--- src/rtl/uart_tx.sv ---
// Transmit-only 8N1 UART: 4-entry byte FIFO behind a valid/ready write port,
// serialised LSB first on txd at divide_count clocks per bit.
module uart_tx #(
  parameter int divide_count = 712
) (
  input  logic       clock,
  input  logic       reset,
  input  logic [7:0] tx_data,
  input  logic       tx_valid,
  output logic       tx_ready,
  output logic       txd,
  output logic       busy
);
  localparam logic [9:0] div_last = 10'(divide_count);

  typedef enum logic [1:0] {IDLE, START, DATA, STOP} state_t;

  state_t     state;
  logic [7:0] fifo [4];
  logic [1:0] rd_ptr;
  logic [1:0] wr_ptr;
  logic [2:0] count;
  logic [2:0] count_next;
  logic [7:0] shifter;
  logic [2:0] bit_count;
  logic [9:0] divider;
  logic       push;
  logic       pop;
  logic       bit_end;
  logic       to_idle;

  // Pops only happen where a new frame can begin: from IDLE, or at the end of a stop bit.
  always_comb begin
    bit_end    = (state != IDLE) && (divider == div_last);
    push       = tx_valid && (count != 3'd4);
    pop        = (count != 3'd0) && ((state == IDLE) || ((state == STOP) && bit_end));
    count_next = count + {2'b00, push} - {2'b00, pop};
    to_idle    = ((state == IDLE) || ((state == STOP) && bit_end)) && !pop;
  end

  assign tx_ready = (count != 3'd4);

  always_ff @(posedge clock) begin
    if (push) fifo[wr_ptr] <= tx_data;
  end

  always_ff @(posedge clock or posedge reset) begin
    if (reset) begin
      state     <= IDLE;
      rd_ptr    <= 2'd0;
      wr_ptr    <= 2'd0;
      count     <= 3'd0;
      shifter   <= 8'd0;
      bit_count <= 3'd0;
      divider   <= 10'd0;
      txd       <= 1'b1;
      busy      <= 1'b0;
    end else begin
      count <= count_next;
      busy  <= !to_idle || (count_next != 3'd0);
      if (push) wr_ptr <= wr_ptr + 2'd1;
      if (pop)  rd_ptr <= rd_ptr + 2'd1;

      case (state)
        IDLE: begin
          txd     <= 1'b1;
          divider <= 10'd0;
          if (pop) begin
            shifter   <= fifo[rd_ptr];
            bit_count <= 3'd0;
            divider   <= 10'd1;
            txd       <= 1'b0;
            state     <= START;
          end
        end
        START: begin
          if (bit_end) begin
            divider <= 10'd1;
            txd     <= shifter[0];
            state   <= DATA;
          end else begin
            divider <= divider + 10'd1;
          end
        end
        DATA: begin
          if (bit_end) begin
            divider <= 10'd1;
            shifter <= shifter >> 1;
            if (bit_count == 3'd7) begin
              txd   <= 1'b1;
              state <= STOP;
            end else begin
              bit_count <= bit_count + 3'd1;
              txd       <= shifter[1];
            end
          end else begin
            divider <= divider + 10'd1;
          end
        end
        STOP: begin
          if (bit_end) begin
            // Next frame's start bit begins on this same edge, no idle bit in between.
            if (pop) begin
              shifter   <= fifo[rd_ptr];
              bit_count <= 3'd0;
              divider   <= 10'd1;
              txd       <= 1'b0;
              state     <= START;
            end else begin
              divider <= 10'd0;
              txd     <= 1'b1;
              state   <= IDLE;
            end
          end else begin
            divider <= divider + 10'd1;
          end
        end
        default: state <= IDLE;
      endcase
    end
  end
endmodule

--- config.mk ---
export PLATFORM = sky130hd
export DESIGN_NAME = uart_tx
export DESIGN_NICKNAME = d
export VERILOG_FILES = /design/src/rtl/uart_tx.sv
export SDC_FILE = /design/constraint.sdc
export NUM_CORES = 1
export LEC_CHECK = 0
export ABC_CLOCK_PERIOD_IN_PS = 3730
export CAP_MARGIN = 20
export CORE_MARGIN = 4
export CORE_UTILIZATION = 62
export CTS_BUF_LIST = sky130_fd_sc_hd__clkbuf_8
export DETAILED_ROUTE_END_ITERATION = 6
export HOLD_SLACK_MARGIN = 0.08
export MAX_ROUTING_LAYER = met4
export PLACE_DENSITY = 0.81
export REMOVE_ABC_BUFFERS = 1
export SLEW_MARGIN = 15
export SYNTH_ARGS = -nofsm -noshare
export SYNTH_HDL_FRONTEND = slang
export SYNTH_SLANG_ARGS = --single-unit
--- constraint.sdc ---
create_clock -name clock -period 3.73 [get_ports clock]
set_clock_uncertainty 0.05 [all_clocks]
set_input_delay 0.373 -clock clock [delete_from_list [all_inputs] [get_ports clock]]
set_output_delay 0.373 -clock clock [all_outputs]
set_load 0.01 [all_outputs]
**Word level (Yosys, flattened, before mapping)**

Memory sizes are Yosys's and may differ from the RTL's.
Index checks and enable logic that the tools add are counted.

- Bits in registers: 32
- RAM bits: 32
- Input port bits: 11
- Output and inout port bits: 3
- Logic and storage cells: 75
- Memories: 1

- Add/subtract/negate cells: 6
- Eq/ne operators: 12
- Mux-type cells: 28
- Reduce and logical (&&, ||, !) cells: 19

Memories:

| name | depth | width | rd ports | clocked after Yosys merged registers in | write ports | RTL line | source |
|---|---|---|---|---|---|---|---|
| fifo | 4 | 8 | 1 | 0 | 1 | 19 | `logic [7:0] fifo [4];` |

Operator list:

| operator | number |
|---|---|
| case mux 10 bit (3 select lines) | 1 |
| 2-to-1 mux 8 bit | 3 |
| case mux 8 bit (3 select lines) | 1 |
| 2-to-1 mux 10 bit | 2 |
| 2-to-1 mux 3 bit | 4 |
| inequality test 2 bit, second input constant | 6 |
| adder 10 x 1 -> 10 bit, second input constant | 1 |
| equality test 10 bit, second input constant | 1 |
| 2-to-1 mux 2 bit | 5 |
| 2-to-1 mux 1 bit | 9 |
| case mux 3 bit (3 select lines) | 1 |
| nonzero test 3 bit | 3 |
| case mux 2 bit (4 select lines) | 1 |
| AND reduction 3 bit | 2 |
| logical AND 1 bit | 5 |
| AND reduction 5 bit | 1 |
| adder 2 x 1 -> 2 bit, second input constant | 2 |
| equality test 2 bit, second input constant | 2 |
| case mux 1 bit (4 select lines) | 1 |
| AND reduction 4 bit | 1 |
| adder 3 x 1 -> 3 bit | 1 |
| adder 3 x 1 -> 3 bit, second input constant | 1 |
| equality test 3 bit, second input constant | 1 |
| inequality test 3 bit, second input constant | 1 |
| 7 further kinds | 9 |

**Depth between registers and ports, before layout**

Gate-level depths: netlist of run 1.

- Word-level depth: 9
- Mapped depth: 14
- Depth with buffers taken out: 12

**Worst setup path before layout of run 1**

Ideal clock, no wire load.

- Kind: register -> register
- Start: reg state[0]
- End: reg busy
- Setup time: 0.131 ns
- Arrival time: 3.107 ns
- Data required time: 3.549 ns
- Path slack: 0.442 ns
- Cell stages (with the launch flop): 14
- Path buffers: 2
- Clock period less this slack: 3.288 ns
- Path through: dfrtp_1 inv_1 ha_1 buf_6 nor4bb_1 buf_2 a41oi_1 nor2_1 ha_1 inv_1 ha_1 fa_1 or3_1 or3_1

- Elaborated cells on any way between the ends: 13
- Those cells by class: add/sub: 1; eq/ne: 1; reduce/logical: 11

RTL lines:

| what | RTL line | source |
|---|---|---|
| from (decl) | 18 | `state_t state;` |
| from (signal assigned) | 49 | `state <= IDLE;` |
| from (signal assigned) | 73 | `state <= START;` |
| from (signal assigned) | 80 | `state <= DATA;` |
| nonzero test 2 bit | 34 | `bit_end = (state != IDLE) && (divider == div_last);` |
| logical AND 1 bit | 34 |  |
| logical AND 1 bit | 36 | `pop = (count != 3'd0) && ((state == IDLE) \|\| ((state == STOP) && bit_end));` |
| logical OR 1 bit * | 36 |  |
| logical AND 1 bit * | 36 |  |
| via pop | 28 | `logic pop;` |
| subtractor 3 x 1 -> 3 bit * | 37 | `count_next = count + {2'b00, push} - {2'b00, pop};` |
| via count_next[1] | 23 | `logic [2:0] count_next;` |
| nonzero test 3 bit * | 60 | `busy <= !to_idle \|\| (count_next != 3'd0);` |
| logical OR 1 bit * | 60 |  |
| to (signal assigned) | 60 |  |
| to (decl) | 12 | `output logic busy` |

The timed path passes the listed nets; every way through them passes the cells marked *.
A chain may end at the register's enable or synchronous reset.

**Worst setup path in the final report of run 1**

Ends and elaborated chain as after synthesis.

==> results.sh, run 1 <==
export IMPL_worstSetupEndpointType="flip-flop"
export IMPL_arrival_ns=3.66
export IMPL_cts_inserted_buffers=9
export IMPL_wl_per_cell_um=18.1
export IMPL_via_count=1955
export IMPL_gr_total_overflow=0
export IMPL_period_share_pct=93.8
export IMPL_layout_commonest_cell="edfxtp_1"
export IMPL_ys_top_cells_by_area="edfxtp_1 (31%), dfrtp_1 (25%), ha_1 (6.4%)"
export IMPL_syn_area_mm2=0.00311
export IMPL_switching_share_pct=24.9
export IMPL_p_leak_nw=1.43
export IMPL_max_slew_margin_pct=48.1
export IMPL_avgSynthCellArea_um2=12.9
export IMPL_seqPwrFrac_pct=48.0
export IMPL_clkSinkCount=64
export IMPL_hold_viol_final=0
export IMPL_rsz0062_at_grt="false"
export IMPL_die_width_um=78.9
export IMPL_peakVddDrop_mv=0.376
export IMPL_power_density_mw_per_mm2=529
export IMPL_maxCapViolations=0
export IMPL_antenna_found_initial=0
export IMPL_ys_types=43
export IMPL_final_cell_mix="edfxtp_1 (32), dfrtp_1 (31), nor2_1 (20)"
export IMPL_grt_usage_pct=23.1
export IMPL_clk_latency_ns=0.34
export IMPL_reg2reg_from="state[0]$_DFFE_PP0P_"
export IMPL_diodes=0
export IMPL_area_growth_synth_to_final_pct=13.5
export IMPL_layout_min_cycle_time_ns=3.50
export IMPL_ys_seq_area_share_pct=56.6
export IMPL_gp_congestion=0.864
export IMPL_p_total_w=0.00187
export IMPL_route_detailed_drc=0
export IMPL_worstReg2RegEnd="busy$_DFF_PP0_"
export IMPL_cp_max_fo=9
export IMPL_hp_class="input pin to async pin"
export IMPL_synth_top_cell_by_area="edfxtp_1"
export IMPL_synth_ff_type="edfxtp_1"
export IMPL_slew_violations=0
export IMPL_startpoint="state[0]$_DFFE_PP0P_"
export IMPL_fmaxAchievable_mhz=286
export IMPL_cts_hold_buffers=0
export IMPL_start_kind="flip-flop"
export IMPL_core_region_area_mm2=0.00479
export IMPL_setup_viol=0
export IMPL_cts_resized_gates=0
export IMPL_start_util_pct=65.0
export IMPL_rows=25
export IMPL_synth_edf_count=32
export IMPL_wirelength_um=5970
export IMPL_drive_gt1_share_pct=12.9
export IMPL_grt_max_degree=33
export IMPL_grt_pass1_vias=2125
export IMPL_intPower_w=0.00140
export IMPL_vias_per_cell=5.92
export IMPL_rr_worst_depth=11
export IMPL_root_buffer="clkbuf_8"
export IMPL_ys_async_sr_fraction_pct=50.0
export IMPL_ys_warn_count=0
export IMPL_drtIter0Drc=194
export IMPL_outcome="finished, final reports clean"
export IMPL_antenna_left=0
export IMPL_pwr_share_clk_pct=37.8
export IMPL_io_pins=14
export IMPL_postCtsSetupRepairBufs=0
export IMPL_fp_dieH_um=78.9
export IMPL_synthCells=241
export IMPL_drtPass1Iterations=4
export IMPL_synth_seq_cells=64
export IMPL_rrSetupSlack_ns=0.23
export IMPL_grt_pass1_wl_um=10400
export IMPL_p_switching_w=0.000466
export IMPL_clk_pin_slew_worst_paths_ns=0.07
export IMPL_comb_power_share_pct=14.2
export IMPL_critPathKind="flip-flop to flip-flop"
export IMPL_tightestPinTransition_ns=0.779
export IMPL_yosysTopAreaCellShare_pct=30.9
export IMPL_crit_required_ns=3.89
export IMPL_die_area_mm2=0.00622
export IMPL_setup_tns_ns=0
export IMPL_numPortBuffers=13
export IMPL_cts_path_max_buffers=2
export IMPL_cts_tree="yes"
export IMPL_cts_htree_levels=3
export IMPL_post_dp_hpwl_um=4060
export IMPL_final_nets=286
[registers in the layout (all words and copies together), names as in the netlist]
name / cells
txd: 1
divider: 10
fifo: 32
bit_count: 3
state: 2
rd_ptr: 2
shifter: 8
count: 3
busy: 1
wr_ptr: 2
[synth_stat cells (5+ instances only)]
| cell | n |
|---|---|
| o21ai_0 | 7 |
| mux4_2 | 8 |
| buf_2 | 6 |
| nor3_1 | 5 |
| xor2_1 | 6 |
| ha_1 | 16 |
| and3_1 | 8 |
| xnor2_1 | 7 |
| a22o_1 | 5 |
| dfrtp_1 | 31 |
| edfxtp_1 | 32 |
| nor4_1 | 6 |
| nand2_1 | 11 |
| nor2_1 | 20 |
| o22ai_1 | 5 |
| inv_1 | 15 |
| a211oi_1 | 5 |
[layout make-up]
type                       count  area, µm²
clock buffer                   9        124
clock inverter                 7        111
fill                         302       1250
inverter                      15       56.3
multi-input combinational    150       1230
sequential                    64       1760
tap                           67       83.8
timing repair buffer          18        168
[worst max-delay path by stage]
stage	endpoint	cells past startpoint
6_report	busy$_DFF_PP0_	11
4_1_cts	busy$_DFF_PP0_	11
2_1_floorplan	busy$_DFF_PP0_	11
5_1_grt	busy$_DFF_PP0_	11
3_3_place_gp	busy$_DFF_PP0_	11
3_5_place_dp	busy$_DFF_PP0_	11
[layer usage]
metal | up-vias | routed length (µm) | global-route usage, %
met2 | 29 | 3120 | 39.1
li1 | 932 | - | -
met4 | 0 | 107 | 9.79
met1 | 983 | 2580 | 27.7
met5 | - | 0 | -
met3 | 11 | 154 | 3.85
[power groups by stage]
stage	Clock [W]	Sequential, W	Combinational [W]
3_3_place_gp	0	0.000904	0.000244
5_1_grt	0.000748	0.000908	0.000297
3_5_place_dp	0	0.000911	0.000263
4_1_cts	0.000711	0.000899	0.000268
2_1_floorplan	0	0.000893	0.000177
6_report	0.000707	0.000898	0.000265
[through the flow]
stage	hold WS [ns]	worst slack (ns)	area, µm²	utilization (%)	std cells
final	0.371	0.233	3530	73.8	330
after global placement	0.416	0.494	3300	68.9	314
after detailed placement	0.420	0.290	3300	68.9	314
after floorplan	0.407	0.0112	3050	-	229
after global routing	0.420	0.0263	3530	73.8	330
after CTS	0.376	0.239	3530	73.8	330
[worst max-delay path, cell delays in order, from the launching register on]
cell and delay [ns]:
dfrtp_1 0.43, inv_1 0.11, ha_1 0.33, nor4bb_1 0.41, a41oi_1 0.22, nor2_1 0.25
ha_1 0.28, inv_1 0.07, ha_1 0.15, fa_1 0.42, or3_1 0.34, or3_1 0.31
[cell families (layout without fill, tap and decap cells)]
group           count (synthesis)  count (layout)  synth area share [%]
simple gates                   75              75                  13.2
flops                          64              64                  56.6
compound gates                 36              36                  9.33
buf+inv                        27              49                  3.98
fa+ha+maj                      17              17                  7.07
xor+xnor                       13              13                  3.66
mux                             9               9                  6.15
No activity file was read; power rests on OpenSTA's default activity.
==> inputs of run 2 (changes only) <==
Settings changed: PLACE_DENSITY 0.81 to 0.87, REMOVE_ABC_BUFFERS 1 to not set.
==> results.sh, run 2 (synthesis gave the netlist of run 1 again) <==
export IMPL_io_pins=14
export IMPL_largest_reg_flops=32
export IMPL_maxCapViolations=0
export IMPL_cts_tree="yes"
export IMPL_p_switching_w=0.000467
export IMPL_cts_path_max_buffers=2
export IMPL_cpPeakStageDelay_ns=0.45
export IMPL_max_slew_margin_pct=50.0
export IMPL_numPortBuffers=13
export IMPL_rows=25
export IMPL_fp_dieH_um=78.9
export IMPL_setup_viol=0
export IMPL_cts_htree_levels=3
export IMPL_setup_tns_ns=0
export IMPL_worstSetupEndpointType="flip-flop"
export IMPL_reg_largest_list="fifo x32, divider x10, shifter x8"
export IMPL_pwr_share_clk_pct=33.8
export IMPL_postCtsSetupRepairBufs=0
export IMPL_start_kind="flip-flop"
export IMPL_comb_power_share_pct=14.6
export IMPL_p_leak_nw=1.41
export IMPL_cts_hold_buffers=0
export IMPL_via_count=1969
export IMPL_hp_class="input pin to async pin"
export IMPL_route_detailed_drc=0
export IMPL_seq_area_mm2=0.00176
export IMPL_diodes=0
export IMPL_intPower_w=0.00127
export IMPL_area_growth_synth_to_final_pct=12.2
export IMPL_drtIter0Drc=199
export IMPL_gp_congestion=0.837
export IMPL_grt_max_degree=33
export IMPL_grt_usage_pct=22.4
export IMPL_clk_pin_slew_worst_paths_ns=0.07
export IMPL_clk_latency_ns=0.34
export IMPL_clkSinkCount=64
export IMPL_wl_per_cell_um=17.2
export IMPL_grt_pass1_wl_um=10200
export IMPL_period_share_pct=92.9
export IMPL_p_total_w=0.00174
export IMPL_cts_inserted_buffers=9
export IMPL_crit_top_cell="ha_1"
export IMPL_multi_input_area_mm2=0.00123
export IMPL_critPathKind="flip-flop to flip-flop"
export IMPL_crit_required_ns=3.90
export IMPL_fmaxAchievable_mhz=288
export IMPL_slew_violations=0
export IMPL_peakVddDrop_mv=0.370
export IMPL_arrival_ns=3.63
export IMPL_die_width_um=78.9
export IMPL_antenna_found_initial=0
export IMPL_cts_resized_gates=0
export IMPL_wirelength_um=5680
export IMPL_drtPass1Iterations=4
export IMPL_die_area_mm2=0.00622
export IMPL_antenna_left=0
export IMPL_post_route_cell_area_mm2=0.00349
export IMPL_core_region_area_mm2=0.00479
export IMPL_start_util_pct=65.0
export IMPL_layout_min_cycle_time_ns=3.47
export IMPL_layout_commonest_cell="edfxtp_1"
export IMPL_seqPwrFrac_pct=51.6
export IMPL_vias_per_cell=5.97
export IMPL_top_register="fifo"
export IMPL_rsz0062_at_grt="false"
export IMPL_critPathSlowestCell="dfrtp_1"
export IMPL_power_density_mw_per_mm2=498
export IMPL_cp_max_fo=9
export IMPL_gr_total_overflow=0
export IMPL_tightestPinTransition_ns=0.750
export IMPL_root_buffer="clkbuf_8"
export IMPL_placed_cell_area_mm2=0.00330
export IMPL_fill_cells=309
export IMPL_final_cell_mix="edfxtp_1 (32), dfrtp_1 (31), nor2_1 (20)"
export IMPL_final_nets=286
export IMPL_hold_viol_final=0
export IMPL_drive_gt1_share_pct=13.3
export IMPL_switching_share_pct=26.9
export IMPL_grt_pass1_vias=2053
export IMPL_post_dp_hpwl_um=3770
export IMPL_synth_nets=269
export IMPL_outcome="finished, final reports clean"
export IMPL_cp_cell_sequence="inv_1 > ha_1 > nor4bb_1 > a41oi_1 > nor2_1 > ha_1 > inv_1 > ha_1 > fa_1 > or3_1 > or3_1"
-- run 2: cell type report --
| cell class | count | share of cell area [%] |
|---|---|---|
| Sequential cell | 64 | 50.5 |
| Tap cell | 67 | 2.40 |
| Timing Repair Buffer | 18 | 4.80 |
| Multi-Input combinational cell | 150 | 35.1 |
| Inverter | 15 | 1.61 |
| Clock inverter | 7 | 2.08 |
| Clock buffer | 9 | 3.55 |
-- run 2: path summary, 6_finish.rpt --
check / cells after the start / slack, ns / from / to
hold / removal: 3 / 0.37 / reset / divider[6]$_DFF_PP0_
setup reg to reg: 11 / 0.26 / state[0]$_DFFE_PP0P_ / busy$_DFF_PP0_
min in group clock: 2 / 0.42 / txd$_DFFE_PP1P_ / txd$_DFFE_PP1P_
setup / recovery: 11 / 0.26 / state[0]$_DFFE_PP0P_ / busy$_DFF_PP0_
max in group asynchronous: 3 / 2.93 / reset / txd$_DFFE_PP1P_
hold reg to reg: 2 / 0.42 / txd$_DFFE_PP1P_ / txd$_DFFE_PP1P_
-- run 2: power by group through the flow --
stage | logic (W) | registers, W | clock network [W]
floorplan | 0.000180 | 0.000893 | 0
global placement | 0.000242 | 0.000903 | 0
detailed placement | 0.000257 | 0.000909 | 0
CTS | 0.000262 | 0.000897 | 0.000595
global route | 0.000295 | 0.000907 | 0.000628
finish | 0.000255 | 0.000897 | 0.000588
-- run 2: layer usage --
layer  vias to the layer above  wire length [µm]  track usage [%]
met3                        12               290             4.88
met2                        61              2770             34.5
met5                         -                 0                -
met4                         0               148             11.5
li1                        936                 -                -
met1                       960              2470             28.4
-- run 2: stage by stage --
| step | setup WS [ns] | utilization (%) | std cells | hold slack [ns] |
|---|---|---|---|---|
| floorplan | 0.442 | - | 241 | 0.407 |
| global placement | 0.500 | 68.9 | 314 | 0.415 |
| detailed placement | 0.356 | 68.9 | 314 | 0.419 |
| CTS | 0.276 | 73.0 | 330 | 0.376 |
| global route | 0.00991 | 73.0 | 330 | 0.411 |
| finish | 0.263 | 73.0 | 330 | 0.367 |
-- run 2: critical path, delay by kind of cell (launching register included) --
family          cells  cell delay (ns)
buf+inv             2             0.18
flops               1             0.45
fa+ha+maj           4             1.19
compound gates      1             0.19
simple gates        4             1.27
==> inputs of run 3 (changes only) <==
Settings changed: GPL_TIMING_DRIVEN set to 0.
==> results.sh, run 3 (synthesis gave the netlist of run 1 again) <==
export IMPL_core_region_area_mm2=0.00479
export IMPL_reg_largest_list="fifo x32, divider x10, shifter x8"
export IMPL_cts_inserted_buffers=9
export IMPL_cpPeakStageDelay_ns=0.43
export IMPL_switching_share_pct=26.2
export IMPL_peakVddDrop_mv=0.541
export IMPL_crit_buf_inv=4
export IMPL_arrival_ns=3.73
export IMPL_route_detailed_drc=0
export IMPL_rows=25
export IMPL_gp_congestion=0.835
export IMPL_grt_pass1_wl_um=10500
export IMPL_root_buffer="clkbuf_8"
export IMPL_drive_gt1_share_pct=16.6
export IMPL_antenna_found_initial=0
export IMPL_cp_cell_sequence="inv_1 > ha_1 > buf_6 > nor4bb_2 > buf_4 > a41oi_4 > nor2_2 > ha_1 > inv_1 > ha_1 > fa_1 > or3_1 > or3_1"
export IMPL_rsz0062_at_grt="false"
export IMPL_max_slew_margin_pct=32.1
export IMPL_numPortBuffers=13
export IMPL_pwr_share_clk_pct=35.8
export IMPL_critPathKind="flip-flop to flip-flop"
export IMPL_clk_latency_ns=0.34
export IMPL_die_area_mm2=0.00622
export IMPL_period_share_pct=95.5
export IMPL_setup_viol=0
export IMPL_io_pins=14
export IMPL_slew_violations=0
export IMPL_grt_max_degree=33
export IMPL_vias_per_cell=5.94
export IMPL_intPower_w=0.00134
export IMPL_post_dp_hpwl_um=4060
export IMPL_drtIter0Drc=198
export IMPL_post_place_ws_ns=-0.0117
export IMPL_gr_total_overflow=0
export IMPL_antenna_left=0
export IMPL_power_density_mw_per_mm2=506
export IMPL_crit_required_ns=3.90
export IMPL_p_total_w=0.00182
export IMPL_cts_path_max_buffers=2
export IMPL_comb_power_share_pct=14.7
export IMPL_wirelength_um=6050
export IMPL_worstSetupEndpointType="flip-flop"
export IMPL_hp_class="input pin to async pin"
export IMPL_p_switching_w=0.000477
export IMPL_start_util_pct=65.0
export IMPL_drtPass1Iterations=4
export IMPL_clk_pin_slew_worst_paths_ns=0.08
export IMPL_start_kind="flip-flop"
export IMPL_hold_viol_final=0
export IMPL_layout_commonest_cell="edfxtp_1"
export IMPL_top_register="fifo"
export IMPL_finalWorstSetupSlack_ns=0.169
export IMPL_p_leak_nw=1.44
export IMPL_final_cell_mix="edfxtp_1 (32), dfrtp_1 (30), nor2_1 (19)"
export IMPL_synth_nets=269
export IMPL_layout_min_cycle_time_ns=3.56
export IMPL_cts_tree="yes"
export IMPL_largest_reg_flops=32
export IMPL_die_width_um=78.9
export IMPL_crit_family="simple AND/OR/NAND/NOR gates"
export IMPL_fmaxAchievable_mhz=281
export IMPL_final_nets=294
export IMPL_wl_per_cell_um=17.9
export IMPL_fp_dieH_um=78.9
export IMPL_tightestPinTransition_ns=1.01
export IMPL_diodes=0
export IMPL_grt_pass1_vias=2131
export IMPL_clkSinkCount=64
export IMPL_critPathSlowestCell="fa_1"
export IMPL_outcome="finished, final reports clean"
export IMPL_maxCapViolations=0
export IMPL_crit_top_cell="ha_1"
export IMPL_cp_max_fo=9
export IMPL_via_count=2009
export IMPL_cts_htree_levels=3
export IMPL_seqPwrFrac_pct=49.5
export IMPL_area_growth_synth_to_final_pct=15.2
export IMPL_grt_usage_pct=23.2
[run 3: cell types whose count changed in the layout (fill, tap and decap cells not counted), moves of 2 or more]
cell      before  now
clkbuf_1       0    4
buf_2          0    5
buf_4          5    2
buf_6          0    2
inv_1         16   14
[run 3: power groups by stage]
stage                     Clock [W]  Combinational (W)  Sequential [W]
after floorplan                   0           0.000180        0.000893
after global placement            0           0.000239        0.000903
after detailed placement          0           0.000260        0.000912
after CTS                  0.000656           0.000269        0.000898
after global routing       0.000697           0.000297        0.000908
final                      0.000651           0.000267        0.000898
[run 3: path summary, 6_finish.rpt]
kind	endpoint	cells past startpoint	startpoint	slack [ns]
min in group clock	txd$_DFFE_PP1P_	2	txd$_DFFE_PP1P_	0.43
max in group asynchronous	state[0]$_DFFE_PP0P_	2	reset	2.72
hold reg to reg	txd$_DFFE_PP1P_	2	txd$_DFFE_PP1P_	0.43
hold / removal	count[1]$_DFF_PP0_	2	reset	0.42
setup / recovery	busy$_DFF_PP0_	13	state[1]$_DFFE_PP0P_	0.17
setup reg to reg	busy$_DFF_PP0_	13	state[1]$_DFFE_PP0P_	0.17
[run 3: repair_timing]
action / 4_1_cts / 5_1_grt
resized for setup: 1 / 6
endpoints found under the setup margin: 1 / 1
endpoints found under the hold margin: 0 / 0
pin swaps: 1 / 0
setup buffers: 1 / 0
hold buffers: 0 / 0
[run 3: per-layer routing]
layer	part of all wire, %	up-vias	GRT usage, %
met3	3.9	14	5.78
met4	1.9	0	9.97
met1	42	999	27.9
met2	52	51	37.6
met5	0	-	-
li1	-	945	-
[run 3: stage by stage]
stage / TNS [ns] / cells / utilization [%] / hold WS, ns / area [µm²]
finish: 0 / 338 / 74.9 / 0.419 / 3590
global placement: 0 / 321 / 69.5 / 0.420 / 3330
detailed placement: -0.0117 / 321 / 69.5 / 0.423 / 3330
CTS: 0 / 338 / 74.4 / 0.433 / 3560
global route: 0 / 338 / 74.9 / 0.453 / 3590
floorplan: 0 / 241 / - / 0.407 / 3110
[run 3: cell type report]
| cell class | count | area [µm²] |
|---|---|---|
| clock inverter | 7 | 96.3 |
| multi-input combinational | 150 | 1250 |
| fill | 283 | 1200 |
| tap | 67 | 83.8 |
| buffer | 12 | 70.1 |
| sequential | 64 | 1760 |
| timing repair buffer | 14 | 138 |
| inverter | 15 | 56.3 |
| clock buffer | 9 | 124 |
[run 3: worst register-to-register path, delay by kind of cell, from the launching register on]
kind                       cells  cell delay [ns]
AOI/OAI and AO/OA              1             0.18
adders and majority gates      4             1.06
buffers and inverters          4             0.56
DFF                            1             0.42
and+or+nand+nor                4             1.18
